`src/rtl/if_fetch_pkg.sv`:
```
// Shared definitions for the IF-stage fetch controller: FSM state encoding,
// default PC increment and reset constants.
package if_fetch_pkg;

  localparam int DEF_PC_STEP = 4;

  typedef logic [1:0] fetch_state_t;

  localparam fetch_state_t S_IDLE  = 2'd0;
  localparam fetch_state_t S_WAIT  = 2'd1;
  localparam fetch_state_t S_HOLD  = 2'd2;
  localparam fetch_state_t S_DRAIN = 2'd3;

  localparam fetch_state_t RST_STATE = S_IDLE;
  localparam logic         RST_VALID = 1'b0;

endpackage

```
`src/rtl/fetch_hold_buf.sv`:
```
// Capture register for an instruction word and its address, used while the
// IF/ID register is stalled. Clear wins over load.
module fetch_hold_buf #(
  parameter int NB_DATA = 32
) (
  input  logic               i_clk,
  input  logic               i_reset,
  input  logic               i_load,
  input  logic               i_clear,
  input  logic [NB_DATA-1:0] i_instr,
  input  logic [NB_DATA-1:0] i_addr,
  output logic [NB_DATA-1:0] o_instr,
  output logic [NB_DATA-1:0] o_addr
);

  logic [NB_DATA-1:0] instr_q;
  logic [NB_DATA-1:0] addr_q;

  always_ff @(posedge i_clk or negedge i_reset) begin
    if (!i_reset) begin
      instr_q <= '0;
      addr_q  <= '0;
    end else if (i_clear) begin
      instr_q <= '0;
      addr_q  <= '0;
    end else if (i_load) begin
      instr_q <= i_instr;
      addr_q  <= i_addr;
    end
  end

  assign o_instr = instr_q;
  assign o_addr  = addr_q;

endmodule

```
`src/rtl/if_fetch_ctrl.sv`:
```
// IF-stage fetch controller: issues one instruction read at a time, delivers
// it to IF/ID and drives the PC write port. Optional IF_FETCH_PERF_CNT_EN adds
// a delivered-instruction counter on o_fetch_cnt.
module if_fetch_ctrl
  import if_fetch_pkg::*;
#(
  parameter int NB_DATA = 32,
  parameter int PC_STEP = DEF_PC_STEP
) (
  input  logic               i_clk,
  input  logic               i_reset,
  input  logic [NB_DATA-1:0] i_PC,
  output logic               o_PCwrite,
  output logic [NB_DATA-1:0] o_next_PC,
  input  logic               i_stall,
  input  logic               i_branch_taken,
  input  logic [NB_DATA-1:0] i_branch_target,
  output logic               o_imem_req,
  output logic [NB_DATA-1:0] o_imem_addr,
  input  logic               i_imem_ack,
  input  logic [NB_DATA-1:0] i_imem_data,
  output logic               o_valid,
  output logic [NB_DATA-1:0] o_instr,
  output logic [NB_DATA-1:0] o_fetch_PC
`ifdef IF_FETCH_PERF_CNT_EN
  ,
  output logic [NB_DATA-1:0] o_fetch_cnt
`endif
);

  localparam logic [NB_DATA-1:0] STEP = NB_DATA'(PC_STEP);

  fetch_state_t       state_q, state_d;
  logic [NB_DATA-1:0] addr_q, addr_d;
  logic               valid_q;
  logic [NB_DATA-1:0] instr_q;
  logic [NB_DATA-1:0] fetch_pc_q;

  logic               req;
  logic [NB_DATA-1:0] addr_mux;
  logic               pcwrite;
  logic [NB_DATA-1:0] next_pc;
  logic               deliver;
  logic [NB_DATA-1:0] dlv_instr;
  logic [NB_DATA-1:0] dlv_addr;
  logic               hold_load;
  logic [NB_DATA-1:0] hold_instr;
  logic [NB_DATA-1:0] hold_addr;

  fetch_hold_buf #(
    .NB_DATA (NB_DATA)
  ) u_hold_buf (
    .i_clk   (i_clk),
    .i_reset (i_reset),
    .i_load  (hold_load),
    .i_clear (i_branch_taken),
    .i_instr (i_imem_data),
    .i_addr  (addr_q),
    .o_instr (hold_instr),
    .o_addr  (hold_addr)
  );

  // Redirect is evaluated first in every state so it overrides stall and delivery.
  always_comb begin
    state_d   = state_q;
    addr_d    = addr_q;
    req       = 1'b0;
    addr_mux  = addr_q;
    pcwrite   = 1'b0;
    next_pc   = '0;
    deliver   = 1'b0;
    dlv_instr = '0;
    dlv_addr  = '0;
    hold_load = 1'b0;

    case (state_q)
      S_IDLE: begin
        addr_mux = i_PC;
        if (i_branch_taken) begin
          pcwrite = 1'b1;
          next_pc = i_branch_target;
        end else begin
          req     = 1'b1;
          addr_d  = i_PC;
          state_d = S_WAIT;
        end
      end
      S_WAIT: begin
        req = 1'b1;
        if (i_branch_taken) begin
          pcwrite = 1'b1;
          next_pc = i_branch_target;
          state_d = i_imem_ack ? S_IDLE : S_DRAIN;
        end else if (i_imem_ack) begin
          if (i_stall) begin
            hold_load = 1'b1;
            state_d   = S_HOLD;
          end else begin
            deliver   = 1'b1;
            dlv_instr = i_imem_data;
            dlv_addr  = addr_q;
            state_d   = S_IDLE;
          end
        end
      end
      S_HOLD: begin
        if (i_branch_taken) begin
          pcwrite = 1'b1;
          next_pc = i_branch_target;
          state_d = S_IDLE;
        end else if (!i_stall) begin
          deliver   = 1'b1;
          dlv_instr = hold_instr;
          dlv_addr  = hold_addr;
          state_d   = S_IDLE;
        end
      end
      S_DRAIN: begin
        // The request stays up until memory answers; its data is dropped.
        req = 1'b1;
        if (i_branch_taken) begin
          pcwrite = 1'b1;
          next_pc = i_branch_target;
        end
        if (i_imem_ack) begin
          state_d = S_IDLE;
        end
      end
      default: state_d = S_IDLE;
    endcase

    if (deliver) begin
      pcwrite = 1'b1;
      next_pc = dlv_addr + STEP;
    end
  end

  always_ff @(posedge i_clk or negedge i_reset) begin
    if (!i_reset) begin
      state_q    <= RST_STATE;
      addr_q     <= '0;
      valid_q    <= RST_VALID;
      instr_q    <= '0;
      fetch_pc_q <= '0;
    end else begin
      state_q <= state_d;
      addr_q  <= addr_d;
      valid_q <= deliver;
      if (deliver) begin
        instr_q    <= dlv_instr;
        fetch_pc_q <= dlv_addr;
      end
    end
  end

  // Combinational outputs are forced quiet while reset is held.
  assign o_imem_req  = i_reset & req;
  assign o_imem_addr = i_reset ? addr_mux : '0;
  assign o_PCwrite   = i_reset & pcwrite;
  assign o_next_PC   = i_reset ? next_pc : '0;
  assign o_valid     = valid_q;
  assign o_instr     = instr_q;
  assign o_fetch_PC  = fetch_pc_q;

`ifdef IF_FETCH_PERF_CNT_EN
  logic [NB_DATA-1:0] fetch_cnt_q;

  always_ff @(posedge i_clk or negedge i_reset) begin
    if (!i_reset) begin
      fetch_cnt_q <= '0;
    end else if (deliver) begin
      fetch_cnt_q <= fetch_cnt_q + NB_DATA'(1);
    end
  end

  assign o_fetch_cnt = fetch_cnt_q;
`endif

endmodule

```
`config.mk`:
```
export PLATFORM = sky130hd
export DESIGN_NAME = if_fetch_ctrl
export DESIGN_NICKNAME = d
export VERILOG_FILES = /design/src/rtl/if_fetch_pkg.sv /design/src/rtl/fetch_hold_buf.sv /design/src/rtl/if_fetch_ctrl.sv
export SDC_FILE = /design/constraint.sdc
export NUM_CORES = 1
export LEC_CHECK = 0
export ABC_AREA = 0
export BUFFER_PORTS_ARGS = -buffer_cell sky130_fd_sc_hd__buf_2
export CAP_MARGIN = 20
export CORE_MARGIN = 1.5
export CORE_UTILIZATION = 35
export DETAILED_ROUTE_END_ITERATION = 6
export SLEW_MARGIN = 20
export SYNTH_ARGS = -nofsm -noshare
export SYNTH_HDL_FRONTEND = slang
export SYNTH_SLANG_ARGS = --single-unit
```
`constraint.sdc`:
```
create_clock -name i_clk -period 7.15 [get_ports i_clk]
set_input_delay 0.715 -clock i_clk [delete_from_list [all_inputs] [get_ports i_clk]]
set_output_delay 0.715 -clock i_clk [all_outputs]
set_load 0.03 [all_outputs]
```
==> results of run 1 <==
[worst register-to-register path: stages, from the launching register on]
cell      delay, ps
dfrtp_1         430
inv_1           160
ha_1            280
and4bb_4        570
buf_4           570
o21ai_4          80
buf_4           260
buf_4           380
nand2_1         220
o21ai_0          80
[power groups by stage]
stage	clock network (mW)	registers (mW)	logic, mW
2_1_floorplan	0	1.72	0.891
3_3_place_gp	0	1.49	1.69
3_5_place_dp	0	1.50	1.71
4_1_cts	0.964	1.48	1.72
5_1_grt	0.999	1.53	1.83
6_report	0.942	1.48	1.70
[state kept, by name, indices dropped and copies added (netlist names)]
register / flops
addr_q: 32
o_fetch_PC: 32
o_instr: 32
u_hold_buf.o_addr: 32
u_hold_buf.o_instr: 32
state_q: 2
o_valid: 1
[cell usage in the layout, fill, tap and decap left out, types with 4 or more instances in the layout]
cell type    n
buf_2      230
nand2_1    224
dfrtp_1    163
o21ai_0     93
a22oi_1     55
a21oi_1     53
mux2i_1     34
nor2b_1     34
mux2_2      31
nand3_1     29
nor2_1      23
clkbuf_16   17
buf_4       15
a21o_1      11
nor3_1       8
xnor2_1      8
inv_1        7
or3_1        6
and2_1       6
nand4_1      6
xor2_1       6
ha_1         6
inv_6        6
nor4_1       5
inv_8        5
a22o_1       4
o211ai_1     4
or2_2        4
a31oi_1      4
and3_1       4
[per-stage QoR]
stage	instance area (sq um)	hold WS [ps]	utilization, %	setup slack (ps)	instances
2_1_floorplan	8620	419	-	2640	951
3_3_place_gp	10000	456	41.4	2310	1449
3_5_place_dp	10000	458	41.4	2220	1449
4_1_cts	10600	401	43.9	1810	1481
5_1_grt	10600	413	43.9	1500	1481
6_report	10600	338	43.9	1750	1481
[worst max-delay path by stage]
| stage | start | to | slack, ps | depth (start not counted) |
|---|---|---|---|---|
| floorplan | i_branch_taken | o_next_PC[18] | 2640 | 15 |
| global placement | i_stall | o_next_PC[23] | 2310 | 10 |
| detailed placement | i_stall | o_next_PC[29] | 2220 | 10 |
| CTS | state_q[1] | o_next_PC[29] | 1810 | 11 |
| global route | state_q[1] | o_next_PC[29] | 1500 | 11 |
| finish | state_q[1] | o_next_PC[29] | 1750 | 11 |
[metal layers]
layer,routed length [microns],vias to the layer above
met2,11600,324
li1,-,3725
met1,12200,3692
met5,0,-
met3,1860,47
met4,809,0
[cell type report]
type / count / area [sq um] / area share, %
clock inverters: 15 / 179 / 1.68
flip-flops and latches: 163 / 4080 / 38.3
clock buffers: 17 / 425 / 4.00
well taps: 324 / 405 / 3.81
repair buffers: 246 / 1280 / 12.0
multi-input cells: 708 / 4250 / 39.9
inverters: 8 / 30.0 / 0.282
[Yosys cell counts, types with 11 or more instances]
library cell | instances | area share [%]
nand2_1 | 224 | 9.8
dfrtp_1 | 163 | 47
o21ai_0 | 95 | 5.5
clkbuf_1 | 58 | 2.5
a22oi_1 | 55 | 4.8
a21oi_1 | 53 | 3.1
nor2b_1 | 35 | 2.5
mux2i_1 | 34 | 3.9
mux2_2 | 31 | 4.0
nand3_1 | 29 | 1.7
nor2_1 | 24 | 1.0
a21o_1 | 11 | 0.96
[cell families (layout without fill, tap and decap cells)]
group,Yosys count,in the layout,synth area share (%)
muxes,65,65,8.00
and+or+nand+nor,370,370,20.0
buffers and inverters,80,286,3.93
xor gates and xnor gates,14,14,1.42
DFF,163,163,47.3
adders and majority gates,7,7,1.02
AOI/OAI and AO/OA,252,252,18.3
==> flow_summary_export.csv, run 1 <==
group,metric,value,unit
outcome,outcome,"finished, final reports clean",
worst_setup_path,reg2regPathDepth,9,
worst_setup_path,cp_data_arrival_time,4690,ps
cts,cts_max_level,4,
pwr,leakagePower,4.92,nW
worst_setup_path,cp-start-kind,"flop",
hold_path,hold_class,"in2async",
synth,ys_types,62,
layout,final_nets,1252,
pwr,clockPowerShare,22.8,%
worst_setup_path,cp_max_fo,44,
pwr,p_int,2.28,mW
pwr,p_sw_share,44.8,%
die,die_h,160,microns
cts,cts_tree,"done",
global_routing,grt_max_degree,115,
timing,setup_viol,0,
cts,hold_buffers,0,
routing,drc,0,
layout,n_antenna_cell,0,
die,dieArea,25600,sq um
worst_setup_path,r2r_setup_slack,3980,ps
timing,rsz0062_at_grt,"false",
global_routing,first_global_vias,7276,
worst_setup_path,required,6430,ps
global_routing,grt_util_met2,30.8,%
cts,clkTransAtPathRegs,80,ps
cts,clock-sinks,163,
pwr,power_frac_comb,41.3,%
timing,tightest_slew,1080,ps
cts,cts.path.max_buffers,2,
layout,drive_gt1_share,28.9,%
worst_setup_path,reg2reg_from,"state_q[1]",
synth,synth-seq-cells,163,
placement,port-buffer-count,231,
worst_setup_path,worst_setup_path_end_kind,"output port",
timing,fmax,185,MHz
timing,timing.slew.headroom,28.0,%
worst_setup_path,crit_buf_inv,3,
die,core,24200,sq um
placement,place.gp.congestion,0.894,
routing,detail-route-antenna-nets,0,
synth,yosysSeqAreaShare,47.3,%
timing,clock_skew,9.25,ps
timing,tns,0,ps
die,start_util,35.6,%
routing,wl,26500,microns
die,chipWidth,160,microns
timing,finalMaxSlewViolations,0,
synth,synth_warnings,0,
pwr,ir_drop,0.191,mV
die,num_io_pins,232,
global_routing,grt_pass1_wl,41200,microns
routing,wl_per_cell,17.9,microns
cts,clk-insertion-delay-late,430,ps
cts,cts_buffers,17,
global_routing,gr-total-overflow,0,
layout,syn_to_final_growth,23.5,%
cts,root_buffer,"clkbuf_16",
synth,syn_avg_cell_area,9.06,sq um
pwr,total_power,4.12,mW
routing,dr.pass1.iters,5,
synth,synth_top_flop_cell,"dfrtp_1",
global_routing,use_met1,29.3,%
pwr,powerDensity,387,nW/um^2
worst_setup_path,crit_chain,"inv_1 > ha_1 > and4bb_4 > buf_4 > a22oi_1 > or4_1 > a21oi_1 > nand4_1 > o31a_1 > o31ai_1 > buf_2",
pwr,seq_power_share,35.9,%
worst_setup_path,cp_top_family,"simple AND/OR/NAND/NOR gates",
layout,fill_cells,2447,
synth,synth_nets,1059,
flow_run,maxCapViolCount,0,
worst_setup_path,crit_type,"reg2out",
cts,post_cts_resized,0,
die,fp-row-count,57,
cts,post-cts-setup-buffers,0,
synth,synth-edff-count,0,
global_routing,use_met3,4.10,%
synth,synthCells,951,
routing,vias,7788,
synth,syn_area,8620,sq um
synth,async_flop_share,100,%
placement,hpwl,18400,microns
routing,routed_via_density,5.26,
timing,period_minus_slack,5400,ps
worst_setup_path,max_stage_delay,650,ps
worst_setup_path,crit_slowest_cell,"or4_1",
timing,hold_viol,0,
timing,period_share,75.6,%
global_routing,antenna_found_initial,0,
worst_setup_path,reg2reg_to,"o_fetch_PC[7]",
global_routing,grt.total_usage,20.6,%
pwr,p_sw,1.85,mW
routing,initialDrtViolationCount,579,
global_routing,busiest_layer,"met2",
(Power assumes the default switching activity.)
==> run 2: changes to the inputs <==
clock period = 5.6 ns   (was 7.15 ns; I/O delays follow)
==> run 2 against run 1 <==
Combinational power increased by 29%. Die area unchanged. Largest power group unchanged. First-iteration DRC count shrank 0.17%. Core utilization increased by 0.13 points. Highest routed layer unchanged.
==> flow_summary_export.csv, run 2 (synthesis results as in run 1) <==
group,metric,value,unit
outcome,outcome,"finished, final reports clean",
timing,finalMaxSlewViolations,0,
die,die_h,160,microns
layout,final_nets,1255,
global_routing,use_met1,29.7,%
layout,n_antenna_cell,0,
layout,final_common_cell,"buf_2",
pwr,leakagePower,4.93,nW
global_routing,use_met3,4.52,%
worst_setup_path,cp-start-kind,"flop",
die,chipWidth,160,microns
worst_setup_path,crit_type,"reg2out",
routing,detail-route-antenna-nets,0,
timing,period_share,91.2,%
routing,routed_via_density,5.25,
cts,cts.path.max_buffers,2,
timing,setup_viol,0,
placement,hpwl,18500,microns
global_routing,antenna_found_initial,0,
global_routing,grt_util_met2,31.4,%
cts,clkTransAtPathRegs,80,ps
pwr,seq_power_share,35.6,%
timing,tightest_slew,686,ps
cts,cts_buffers,17,
routing,wl,26800,microns
timing,tns,0,ps
cts,post-cts-setup-buffers,0,
routing,wl_per_cell,18.0,microns
worst_setup_path,required,5040,ps
pwr,power_frac_comb,41.3,%
global_routing,grt.total_usage,20.9,%
timing,hold_viol,0,
timing,period_minus_slack,5110,ps
layout,fin_util,44.0,%
layout,final_cell_mix,"230 x buf_2, 224 x nand2_1, 163 x dfrtp_1, 93 x o21ai_0, 55 x a22oi_1",
die,core,24200,sq um
pwr,powerDensity,497,nW/um^2
routing,dr.pass1.iters,5,
pwr,ir_drop,0.261,mV
cts,cts_tree,"done",
die,dieArea,25600,sq um
hold_path,hold_class,"in2async",
global_routing,grt_max_degree,85,
pwr,p_sw,2.36,mW
die,fp-row-count,57,
layout,fill_cells,2436,
timing,rsz0062_at_grt,"false",
global_routing,gr-total-overflow,0,
layout,drive_gt1_share,29.1,%
die,num_io_pins,232,
cts,cts_max_level,4,
placement,place.gp.congestion,0.874,
worst_setup_path,worst_setup_path_end_kind,"output port",
flow_run,maxCapViolCount,0,
timing,timing.slew.headroom,54.3,%
cts,clk-insertion-delay-late,430,ps
global_routing,grt_pass1_wl,41900,microns
pwr,p_int,2.95,mW
cts,clock-sinks,163,
routing,drc,0,
global_routing,first_global_vias,7403,
pwr,p_sw_share,44.5,%
cts,hold_buffers,0,
timing,fmax,196,MHz
worst_setup_path,cp_data_arrival_time,4550,ps
pwr,clockPowerShare,23.2,%
timing,clock_skew,10.4,ps
routing,initialDrtViolationCount,578,
global_routing,busiest_layer,"met2",
worst_setup_path,cp_max_fo,23,
layout,syn_to_final_growth,23.9,%
routing,vias,7785,
placement,port-buffer-count,231,
cts,root_buffer,"clkbuf_16",
die,start_util,35.6,%
cts,post_cts_resized,0,
[run 2: cell types whose count changed in the layout (fill, tap and decap cells not counted), sizes merged]
cell      change
buf           +3
clkinvlp      +1
inv           -2
bufinv        +1
[run 2: final cells by class]
class	count	area (sq um)	area share (%)
Multi-Input combinational cell	708	4250	39.8
Sequential cell	163	4080	38.2
Timing Repair Buffer	249	1300	12.2
Clock buffer	17	425	3.98
Tap cell	324	405	3.80
Clock inverter	15	189	1.77
Inverter	8	30.0	0.281
[run 2: final timing paths]
| path | startpoint | endpoint | slack, ps | cells past startpoint |
|---|---|---|---|---|
| setup / recovery | state_q[0] | o_next_PC[29] | 490 | 11 |
| hold / removal | i_reset | state_q[1] | 140 | 1 |
| setup reg to reg | state_q[1] | o_fetch_PC[5] | 2320 | 9 |
| hold reg to reg | o_fetch_PC[0] | o_fetch_PC[0] | 470 | 1 |
| max in group asynchronous | i_reset | addr_q[16] | 4440 | 2 |
| min in group i_clk | i_imem_data[19] | u_hold_buf.o_instr[19] | 340 | 3 |
[run 2: worst max-delay path, cell delays in order, from the launching register on]
cell,delay (ps)
dfrtp_1,410
inv_1,190
ha_1,230
nor3b_4,520
buf_4,400
a22oi_1,190
or4_1,650
a21oi_1,330
nand4_1,260
o31a_1,310
o31ai_1,330
buf_2,260
[run 2: power by group through the flow]
stage	Combinational, mW	Sequential [mW]	Clock (mW)
global route	2.37	1.95	1.30
floorplan	1.14	2.19	0
global placement	2.18	1.90	0
CTS	2.21	1.89	1.26
finish	2.19	1.89	1.23
detailed placement	2.21	1.91	0
[run 2: through the flow]
step	setup WS (ps)	instance area [sq um]	power [mW]	hold WS [ps]	std cells
after floorplan	1300	8620	3.33	264	951
after global placement	1190	10100	4.09	456	1452
after detailed placement	1010	10100	4.12	463	1452
after CTS	521	10700	5.36	159	1484
after global routing	246	10700	5.62	171	1484
final	493	10700	5.31	142	1484
[run 2: layer usage]
layer	wire length, microns	vias up
met2	11800	316
met5	0	-
li1	-	3732
met3	1900	36
met4	565	0
met1	12500	3701
==> run 3: changes to the inputs <==
ABC_AREA = 1   (was 0)
==> run 3 against run 2 <==
Cell count is 19% higher. Non-clock buffer count is 9 lower. Count of clock-buffer cells in the layout is 4 higher. Cell area is 1.8% higher. Hold slack worse by 6.1 ps.
==> flow_summary_export.csv, run 3 <==
group,metric,value,unit
outcome,outcome,"finished, final reports clean",
synth,synth.top_cells.by_count,"365 x nand2_1, 163 x dfrtp_1, 154 x inv_1, 113 x nand3_1, 90 x o21ai_0",
layout,syn_to_final_growth,21.1,%
timing,period_minus_slack,4440,ps
routing,vias,8529,
synth,synth_area_leaders,"dfrtp_1 45%, nand2_1 15%, inv_1 6.4%",
timing,fmax,225,MHz
timing,clock_skew,7.22,ps
synth,yosys.area_share.simple,27.5,%
worst_setup_path,reg2reg_from,"state_q[1]",
placement,port-buffer-count,231,
routing,wl,26500,microns
synth,syn_avg_cell_area,7.27,sq um
worst_setup_path,required,5040,ps
die,start_util,35.7,%
global_routing,antenna_found_initial,2,
die,dieArea,26600,sq um
cts,cts_buffers,17,
synth,ys_types,35,
global_routing,grt_max_degree,82,
flow_run,maxCapViolCount,0,
cts,cts_max_level,4,
timing,fin_hold_ws,135,ps
placement,dp_slack,1570,ps
cts,hold_buffers,0,
cts,cts.path.max_buffers,2,
pwr,leakagePower,5.79,nW
worst_setup_path,reg2reg_to,"u_hold_buf.o_instr[17]",
routing,detail-route-antenna-nets,0,
timing,hold_viol,0,
die,chipWidth,163,microns
placement,hpwl,18800,microns
worst_setup_path,reg2regPathDepth,7,
synth,synth_warnings,0,
pwr,powerDensity,463,nW/um^2
synth,synth-seq-cells,163,
layout,final_common_cell,"nand2_1",
synth,synthAdderAreaFrac,0.975,%
layout,layout.cells.non_filler,1766,
synth,syn_area,8980,sq um
worst_setup_path,crit_type,"reg2out",
global_routing,grt_pass1_wl,42000,microns
layout,drive_gt1_share,21.3,%
cts,post-cts-setup-buffers,0,
placement,place.gp.congestion,0.851,
worst_setup_path,r2r_setup_slack,2330,ps
synth,synth_nets,1344,
routing,dr.pass1.iters,6,
hold_path,hold_class,"in2async",
synth,synthMuxAreaShare,0,%
timing,timing.slew.headroom,28.9,%
global_routing,gr-total-overflow,0,
worst_setup_path,cp_data_arrival_time,3880,ps
timing,setup_viol,0,
layout,final_nets,1530,
cts,clk-insertion-delay-late,430,ps
routing,initialDrtViolationCount,600,
timing,finalMaxSlewViolations,0,
timing,tightest_slew,1060,ps
cts,root_buffer,"clkbuf_16",
die,num_io_pins,232,
timing,period_share,79.2,%
worst_setup_path,worst_setup_path_end_kind,"output port",
cts,cts_tree,"done",
synth,synth-edff-count,0,
synth,synth_top_family_by_area,"simple AND/OR/NAND/NOR gates",
routing,routed_via_density,4.83,
timing,fin_ws,1160,ps
synth,synth_top_flop_cell,"dfrtp_1",
die,die_h,163,microns
die,fp-row-count,58,
global_routing,grt.total_usage,20.2,%
cts,clkTransAtPathRegs,70,ps
timing,rsz0062_at_grt,"false",
layout,final_cell_mix,"363 x nand2_1, 230 x buf_2, 163 x dfrtp_1, 154 x inv_1, 113 x nand3_1",
cts,clock-sinks,163,
pwr,ir_drop,0.255,mV
cts,post_cts_resized,0,
synth,yosysSeqAreaShare,45.4,%
synth,synth-xor-area-share,0.878,%
placement,place_inst,1733,
worst_setup_path,cp-start-kind,"flop",
synth,synth_top_area_cell,"dfrtp_1",
global_routing,first_global_vias,7791,
synth,synth_top_area_share,45.4,%
layout,fin_util,43.2,%
worst_setup_path,cp_max_fo,35,
synth,synth_compound_area_share,14.6,%
routing,drc,0,
synth,async_flop_share,100,%
synth,synthCells,1236,
die,core,25200,sq um
synth,synth.most_common_cell,"nand2_1",
timing,tns,0,ps
routing,wl_per_cell,15.0,microns
[run 3: cell types whose count changed in the layout (fill, tap and decap cells not counted), sizes merged, moves of 34 or more]
cell   previous run  this run
a22oi            57         0
inv              16       164
mux2i            34         0
nand2           224       373
nand3            30       114
nor2             24        82
nor2b            35         0
o22ai             0        65
[run 3: worst max path at each step]
| stage | from | end | cells after the start |
|---|---|---|---|
| floorplan | state_q[0] | o_next_PC[14] | 12 |
| global placement | i_branch_taken | o_next_PC[30] | 11 |
| detailed placement | i_branch_taken | o_next_PC[30] | 10 |
| CTS | state_q[1] | o_next_PC[30] | 13 |
| global route | state_q[1] | o_next_PC[28] | 13 |
| finish | state_q[1] | o_next_PC[26] | 13 |
[run 3: cell type report]
type	instances	area, sq um
diodes	1	2.50
repair buffers	240	1230
fillers	2598	14300
inverters	164	616
clock buffers	21	450
flip-flops and latches	163	4080
well taps	330	413
clock inverters	11	128
multi-input cells	836	3960
[run 3: routing by layer]
metal | vias up | track usage (%) | wire, microns
li1 | 4338 | - | -
met1 | 3884 | 30.5 | 13300
met2 | 282 | 29.3 | 11300
met3 | 23 | 3.73 | 1560
met4 | 2 | 5.13 | 329
met5 | - | 0 | 10
[run 3: where the power goes]
group / internal (mW) / leakage [nW] / switching, mW
combinational: 0.529 / 3.37 / 1.55
clock: 0.671 / 0.274 / 0.490
sequential: 1.52 / 2.14 / 0.265
[run 3: cell families after synthesis]
logic type / after synthesis
compound gates: 239
xor+xnor: 9
fa+ha+maj: 7
buf+inv: 237
flops: 163
simple gates: 581
[run 3: per-stage QoR]
step / instance area [sq um] / total power, mW
finish: 10900 / 5.03
CTS: 10900 / 5.07
detailed placement: 10300 / 3.90
floorplan: 8980 / 3.24
global placement: 10300 / 3.88
global route: 10900 / 5.37
[run 3: worst max-delay path, stage by stage, from the launching register on]
cell	delay, ps
dfrtp_1	410
inv_1	130
ha_1	230
nand2_1	80
inv_2	410
nand2_2	600
a21oi_4	300
inv_2	70
a21oi_4	460
inv_2	260
nor2_1	160
nand2_1	70
inv_1	50
buf_2	190
